## config.mk

```make
export PLATFORM = sky130hd
export DESIGN_NAME = wb_dbg_core_arbiter
export DESIGN_NICKNAME = d
export VERILOG_FILES = /design/src/rtl/wb_dbg_arb_pkg.sv /design/src/rtl/wb_dbg_core_arbiter.sv
export SDC_FILE = /design/constraint.sdc
export NUM_CORES = 1
export LEC_CHECK = 0
export CELL_PAD_IN_SITES_DETAIL_PLACEMENT = 1
export CELL_PAD_IN_SITES_GLOBAL_PLACEMENT = 1
export CORE_MARGIN = 2
export CORE_UTILIZATION = 31
export DETAILED_ROUTE_END_ITERATION = 10
export GPL_ROUTABILITY_DRIVEN = 0
export GPL_TIMING_DRIVEN = 0
export PLACE_DENSITY = 0.81
export SLEW_MARGIN = 20
export SYNTH_ARGS = -nofsm -noshare
export SYNTH_HDL_FRONTEND = slang
export SYNTH_SLANG_ARGS = --single-unit
```

## constraint.sdc

```tcl
create_clock -name i_clk -period 7.4 [get_ports i_clk]
set_input_delay 1.48 -clock i_clk [delete_from_list [all_inputs] [get_ports i_clk]]
set_output_delay 1.48 -clock i_clk [all_outputs]
set_load 0.03 [all_outputs]
```

## src/rtl/wb_dbg_arb_pkg.sv

```systemverilog
// Shared definitions for the Wishbone debug-port arbiter.
// FSM encoding, error data word and CTRL register layout.
package wb_dbg_arb_pkg;

    typedef enum logic [1:0] {
        IDLE,
        FWD,
        CTRL_ACC,
        RESP
    } state_t;

    localparam logic [31:0] ERR_DATA = 32'hDEADBEEF;

    localparam int CTRL_HOLD_LSB = 0;
    localparam int CTRL_TO_BIT   = 31;

endpackage

```

## src/rtl/wb_dbg_core_arbiter.sv

```systemverilog
// Shares one Wishbone slave port among N_CORES debug ports.
// Also owns the CTRL register (per-core reset holds, sticky timeout).
module wb_dbg_core_arbiter
    import wb_dbg_arb_pkg::*;
#(
    parameter int N_CORES = 4,
    parameter int SEL_LSB = 24,
    parameter int TIMEOUT = 255
) (
    input  logic                 i_clk,
    input  logic                 i_rst,
    input  logic [31:0]          i_wb_adr,
    input  logic [31:0]          i_wb_dat,
    input  logic [3:0]           i_wb_sel,
    input  logic                 i_wb_we,
    input  logic                 i_wb_stb,
    input  logic                 i_wb_cyc,
    output logic [31:0]          o_wb_rdt,
    output logic                 o_wb_ack,
    output logic [31:0]          o_core_adr,
    output logic [31:0]          o_core_dat,
    output logic [3:0]           o_core_sel,
    output logic                 o_core_we,
    output logic [N_CORES-1:0]   o_core_stb,
    input  logic [32*N_CORES-1:0] i_core_rdt,
    input  logic [N_CORES-1:0]   i_core_ack,
    output logic [N_CORES-1:0]   o_core_rst,
    output logic                 o_timeout
);

    localparam int IDXW = (N_CORES > 1) ? $clog2(N_CORES) : 1;
    localparam int CW   = $clog2(TIMEOUT + 1);

    state_t              state;
    logic [IDXW-1:0]     idx;
    logic [CW-1:0]       cnt;
    logic [N_CORES-1:0]  hold;
    logic                bad;

    logic                hit_ctrl;
    logic [IDXW-1:0]     hit_idx;
    logic                idx_bad;
    logic                ack_sel;
    logic [31:0]         rdt_sel;
    logic [N_CORES-1:0]  hold_nx;
    logic                to_nx;
    logic [31:0]         ctrl_word;

    assign hit_ctrl = i_wb_adr[SEL_LSB+IDXW];
    assign hit_idx  = i_wb_adr[SEL_LSB +: IDXW];
    assign idx_bad  = ({{(32-IDXW){1'b0}}, hit_idx} >= 32'(N_CORES))
                    || hold[hit_idx];
    assign ack_sel  = i_core_ack[idx];
    assign rdt_sel  = i_core_rdt[32*idx +: 32];

    assign o_core_rst = {N_CORES{i_rst}} | hold;

    // CTRL reads return the register contents after this access's write
    always_comb begin
        hold_nx   = hold;
        to_nx     = o_timeout;
        ctrl_word = '0;
        if (o_core_we && o_core_sel[0])
            hold_nx = o_core_dat[N_CORES-1:0];
        if (o_core_we && o_core_dat[CTRL_TO_BIT])
            to_nx = 1'b0;
        ctrl_word[CTRL_HOLD_LSB +: N_CORES] = hold_nx;
        ctrl_word[CTRL_TO_BIT] = to_nx;
    end

    always_ff @(posedge i_clk or posedge i_rst) begin
        if (i_rst) begin
            state      <= IDLE;
            idx        <= '0;
            cnt        <= '0;
            hold       <= '1;
            bad        <= 1'b0;
            o_timeout  <= 1'b0;
            o_wb_rdt   <= '0;
            o_wb_ack   <= 1'b0;
            o_core_adr <= '0;
            o_core_dat <= '0;
            o_core_sel <= '0;
            o_core_we  <= 1'b0;
            o_core_stb <= '0;
        end else begin
            o_wb_ack <= 1'b0;
            unique case (state)
                IDLE: begin
                    if (i_wb_stb && i_wb_cyc && !o_wb_ack) begin
                        o_core_adr <= i_wb_adr;
                        o_core_dat <= i_wb_dat;
                        o_core_sel <= i_wb_sel;
                        o_core_we  <= i_wb_we;
                        idx        <= hit_idx;
                        cnt        <= '0;
                        // error accesses share CTRL_ACC's extra cycle
                        if (hit_ctrl) begin
                            bad   <= 1'b0;
                            state <= CTRL_ACC;
                        end else if (idx_bad) begin
                            bad   <= 1'b1;
                            state <= CTRL_ACC;
                        end else begin
                            o_core_stb <= N_CORES'(1) << hit_idx;
                            state      <= FWD;
                        end
                    end
                end
                FWD: begin
                    if (!i_wb_cyc) begin
                        o_core_stb <= '0;
                        state      <= IDLE;
                    end else if (ack_sel) begin
                        o_wb_rdt   <= rdt_sel;
                        o_wb_ack   <= 1'b1;
                        o_core_stb <= '0;
                        state      <= RESP;
                    end else if (cnt == CW'(TIMEOUT)) begin
                        o_wb_rdt   <= ERR_DATA;
                        o_wb_ack   <= 1'b1;
                        o_timeout  <= 1'b1;
                        o_core_stb <= '0;
                        state      <= RESP;
                    end else begin
                        cnt <= cnt + 1'b1;
                    end
                end
                CTRL_ACC: begin
                    if (bad) begin
                        o_wb_rdt <= ERR_DATA;
                    end else begin
                        hold      <= hold_nx;
                        o_timeout <= to_nx;
                        o_wb_rdt  <= ctrl_word;
                    end
                    o_wb_ack <= 1'b1;
                    state    <= RESP;
                end
                RESP: state <= IDLE;
                default: state <= IDLE;
            endcase
        end
    end

endmodule

```

==> results.sh <==
export IMPL_status="finished, final reports clean"
export IMPL_synth_seq_cells=122
export IMPL_clockBufferDepth=2
export IMPL_synth_area_per_cell_um2=10.2
export IMPL_htreeDepth=4
export IMPL_synth_seq_area_share=0.498
export IMPL_hold_depth=2
export IMPL_yosysTopAreaCell="dfrtp_1"
export IMPL_fmax_mhz=224
export IMPL_timing_rr_start="o_core_adr[25]"
export IMPL_finalCritPeriodShare=0.605
export IMPL_holdPathEnd="o_core_dat[6]"
export IMPL_multi_input_area_um2=2790
export IMPL_netlist_area_um2=6150
export IMPL_hold_viol=0
export IMPL_grt_max_degree=86
export IMPL_cts_tree="yes"
export IMPL_coreArea_um2=19500
export IMPL_r2r_end="o_wb_rdt[5]"
export IMPL_netlist_top_cells_count="nand2_1 (213), dfrtp_1 (118), inv_1 (37)"
export IMPL_drt_iter0_markers=148
export IMPL_rsz0062_at_grt="false"
export IMPL_antenna_cells=0
export IMPL_p_leak_nw=4.57
export IMPL_numPortBuffers=315
export IMPL_initial_utilization=0.316
export IMPL_die_y_um=145
export IMPL_synthArstFlopShare=1.00
export IMPL_tightest_slew_ps=685
export IMPL_cp_arrival_ps=2990
export IMPL_hp_start="o_core_dat[6]"
export IMPL_crit_required_ps=5920
export IMPL_maxCapViolCount=0
export IMPL_postSynthCellCount=604
export IMPL_vias_per_cell=4.77
export IMPL_area_growth_synth_to_final_pct=67.1
export IMPL_grt_usage=0.223
export IMPL_ios=316
export IMPL_reg2reg_slack_ps=4760
export IMPL_synth_ff_type="dfrtp_1"
export IMPL_dp_hpwl_um=18200
export IMPL_vias=5795
export IMPL_first_pass_iters=4
export IMPL_start_kind="primary input"
export IMPL_clockRootBuffer="clkbuf_16"
export IMPL_postCtsHoldBufs=0
export IMPL_wirelength_um=23100
export IMPL_finalSetupViolations=0
export IMPL_dieWidth_um=145
export IMPL_worstSetupPathType="primary input to output pin"
export IMPL_wl_per_cell_um=19.0
export IMPL_synth_edf_count=0
export IMPL_grt_first_pass_wirelength_um=35100
export IMPL_final_util=0.528
export IMPL_seq_area_um2=3060
export IMPL_peakVddDrop_mv=0.188
export IMPL_clkLatencyLatePin_ps=410
export IMPL_cts_resized=0
export IMPL_ys_warn_count=0
export IMPL_worstPathMaxFanout=5
export IMPL_synth_top_area_share=0.480
export IMPL_numClockSinks=122
export IMPL_cts_inserted_buffers=17
export IMPL_cts_setup_buffers=0
export IMPL_ant_nets=0
export IMPL_num_rows=51
export IMPL_skew_ps=6.58
export IMPL_synth_most_common_cell="nand2_1"
export IMPL_fin_tns_setup_ps=0
export IMPL_synth_area_leaders="dfrtp_1 (48%), nand2_1 (13%), mux4_2 (12%)"
export IMPL_antenna_found_initial=0
export IMPL_clkSlewWorstSetupHoldPaths_ps=60
export IMPL_p_per_area_nw_per_um2=419
export IMPL_globalRoute_totalOverflow=0
export IMPL_drive_gt1_frac=0.102
export IMPL_slew_headroom=0.543
export IMPL_syn_nets=814
export IMPL_dieArea_um2=21000
export IMPL_nNetsFinal=1149
export IMPL_fillers=2152
export IMPL_ff2ff_path_depth=6
export IMPL_synthDistinctLibCells=46
export IMPL_total_power_w=0.00430
export IMPL_fin_crit_ps=4470
export IMPL_hp_class="flop to flop"
export IMPL_drcViolationCount=0
export IMPL_end_kind="output pin"
export IMPL_drv_slew=0
export IMPL_grt_pass1_vias=6450
-- routing by layer --
layer | vias to the layer above | track usage | wire, um
met3 | 36 | 0.0760 | 1880
met5 | - | 0 | 0
met1 | 2826 | 0.245 | 8910
met4 | 0 | 0.0802 | 684
li1 | 2718 | - | -
met2 | 215 | 0.399 | 11700
-- cells in the final DEF (no fill, tap or decap), drive strengths merged, types with 5 or more instances in the layout --
| master | Yosys | routed |
|---|---|---|
| clkdlybuf4s50 | 0 | 315 |
| nand2 | 213 | 213 |
| dfrtp | 118 | 118 |
| clkbuf | 22 | 41 |
| inv | 37 | 37 |
| mux4 | 34 | 34 |
| mux2i | 28 | 28 |
| o21ai | 27 | 27 |
| and3 | 14 | 14 |
| buf | 12 | 13 |
| nor2 | 12 | 12 |
| mux2 | 10 | 10 |
| a211oi | 6 | 6 |
| a21o | 6 | 6 |
| o21bai | 5 | 5 |
| or2 | 5 | 5 |
| ha | 5 | 5 |
| o22ai | 5 | 5 |
| clkinv | 0 | 5 |
-- worst max-delay path, cell delays in order --
cell and delay [ps]:
clkdlybuf4s50_1 540, or2_2 350, clkdlybuf4s50_1 610
-- worst max-delay path by stage --
stage          start             end  slack [ps]  cells past startpoint
6_report       i_rst   o_core_rst[1]        2930                      3
2_1_floorplan  i_rst             bad        2680                      1
3_5_place_dp   i_rst   o_core_rst[1]        2930                      3
4_1_cts        i_rst   o_core_rst[1]        2920                      3
3_3_place_gp   i_rst  o_core_dat[24]         530                      2
5_1_grt        i_rst   o_core_rst[1]        2880                      3
-- flip-flops by register name, summed over array words and instances (netlist names), 2 cells and up --
register    cells
o_core_stb      4
state           2
o_core_dat     32
hold            4
o_core_sel      4
cnt             8
o_wb_rdt       32
o_core_adr     32
-- layout make-up --
| class | count | share of cell area |
|---|---|---|
| repair buffers | 316 | 0.310 |
| flip-flops and latches | 122 | 0.298 |
| multi-input cells | 411 | 0.272 |
| clock buffers | 19 | 0.0441 |
| well taps | 265 | 0.0323 |
| plain buffers | 34 | 0.0154 |
| clock inverters | 12 | 0.0145 |
| inverters | 37 | 0.0143 |
-- per-stage QoR --
stage / std cells / worst slack, ps / cell area, um2 / hold slack [ps]
2_1_floorplan: 604 / 2680 / 6150 / 478
3_3_place_gp: 1184 / 526 / 9630 / 457
5_1_grt: 1216 / 2880 / 10300 / 491
3_5_place_dp: 1185 / 2930 / 9670 / 463
6_report: 1216 / 2930 / 10300 / 472
4_1_cts: 1216 / 2920 / 10300 / 476
-- power breakdown --
part	internal [W]	leakage (nW)	total, W	switching (W)
Clock	0.000543	0.287	0.000850	0.000307
Sequential	0.000961	1.49	0.00114	0.000180
Combinational	0.00100	2.80	0.00231	0.00130
-- cells by family after synthesis --
family | Yosys count | synth area share
AOI/OAI and AO/OA | 62 | 0.0658
muxes | 72 | 0.192
xor gates and xnor gates | 1 | 0.00143
and+or+nand+nor | 271 | 0.185
adders and majority gates | 5 | 0.0102
buffers and inverters | 71 | 0.0482
DFF | 122 | 0.498
No activity file was read; power rests on OpenSTA's default activity.
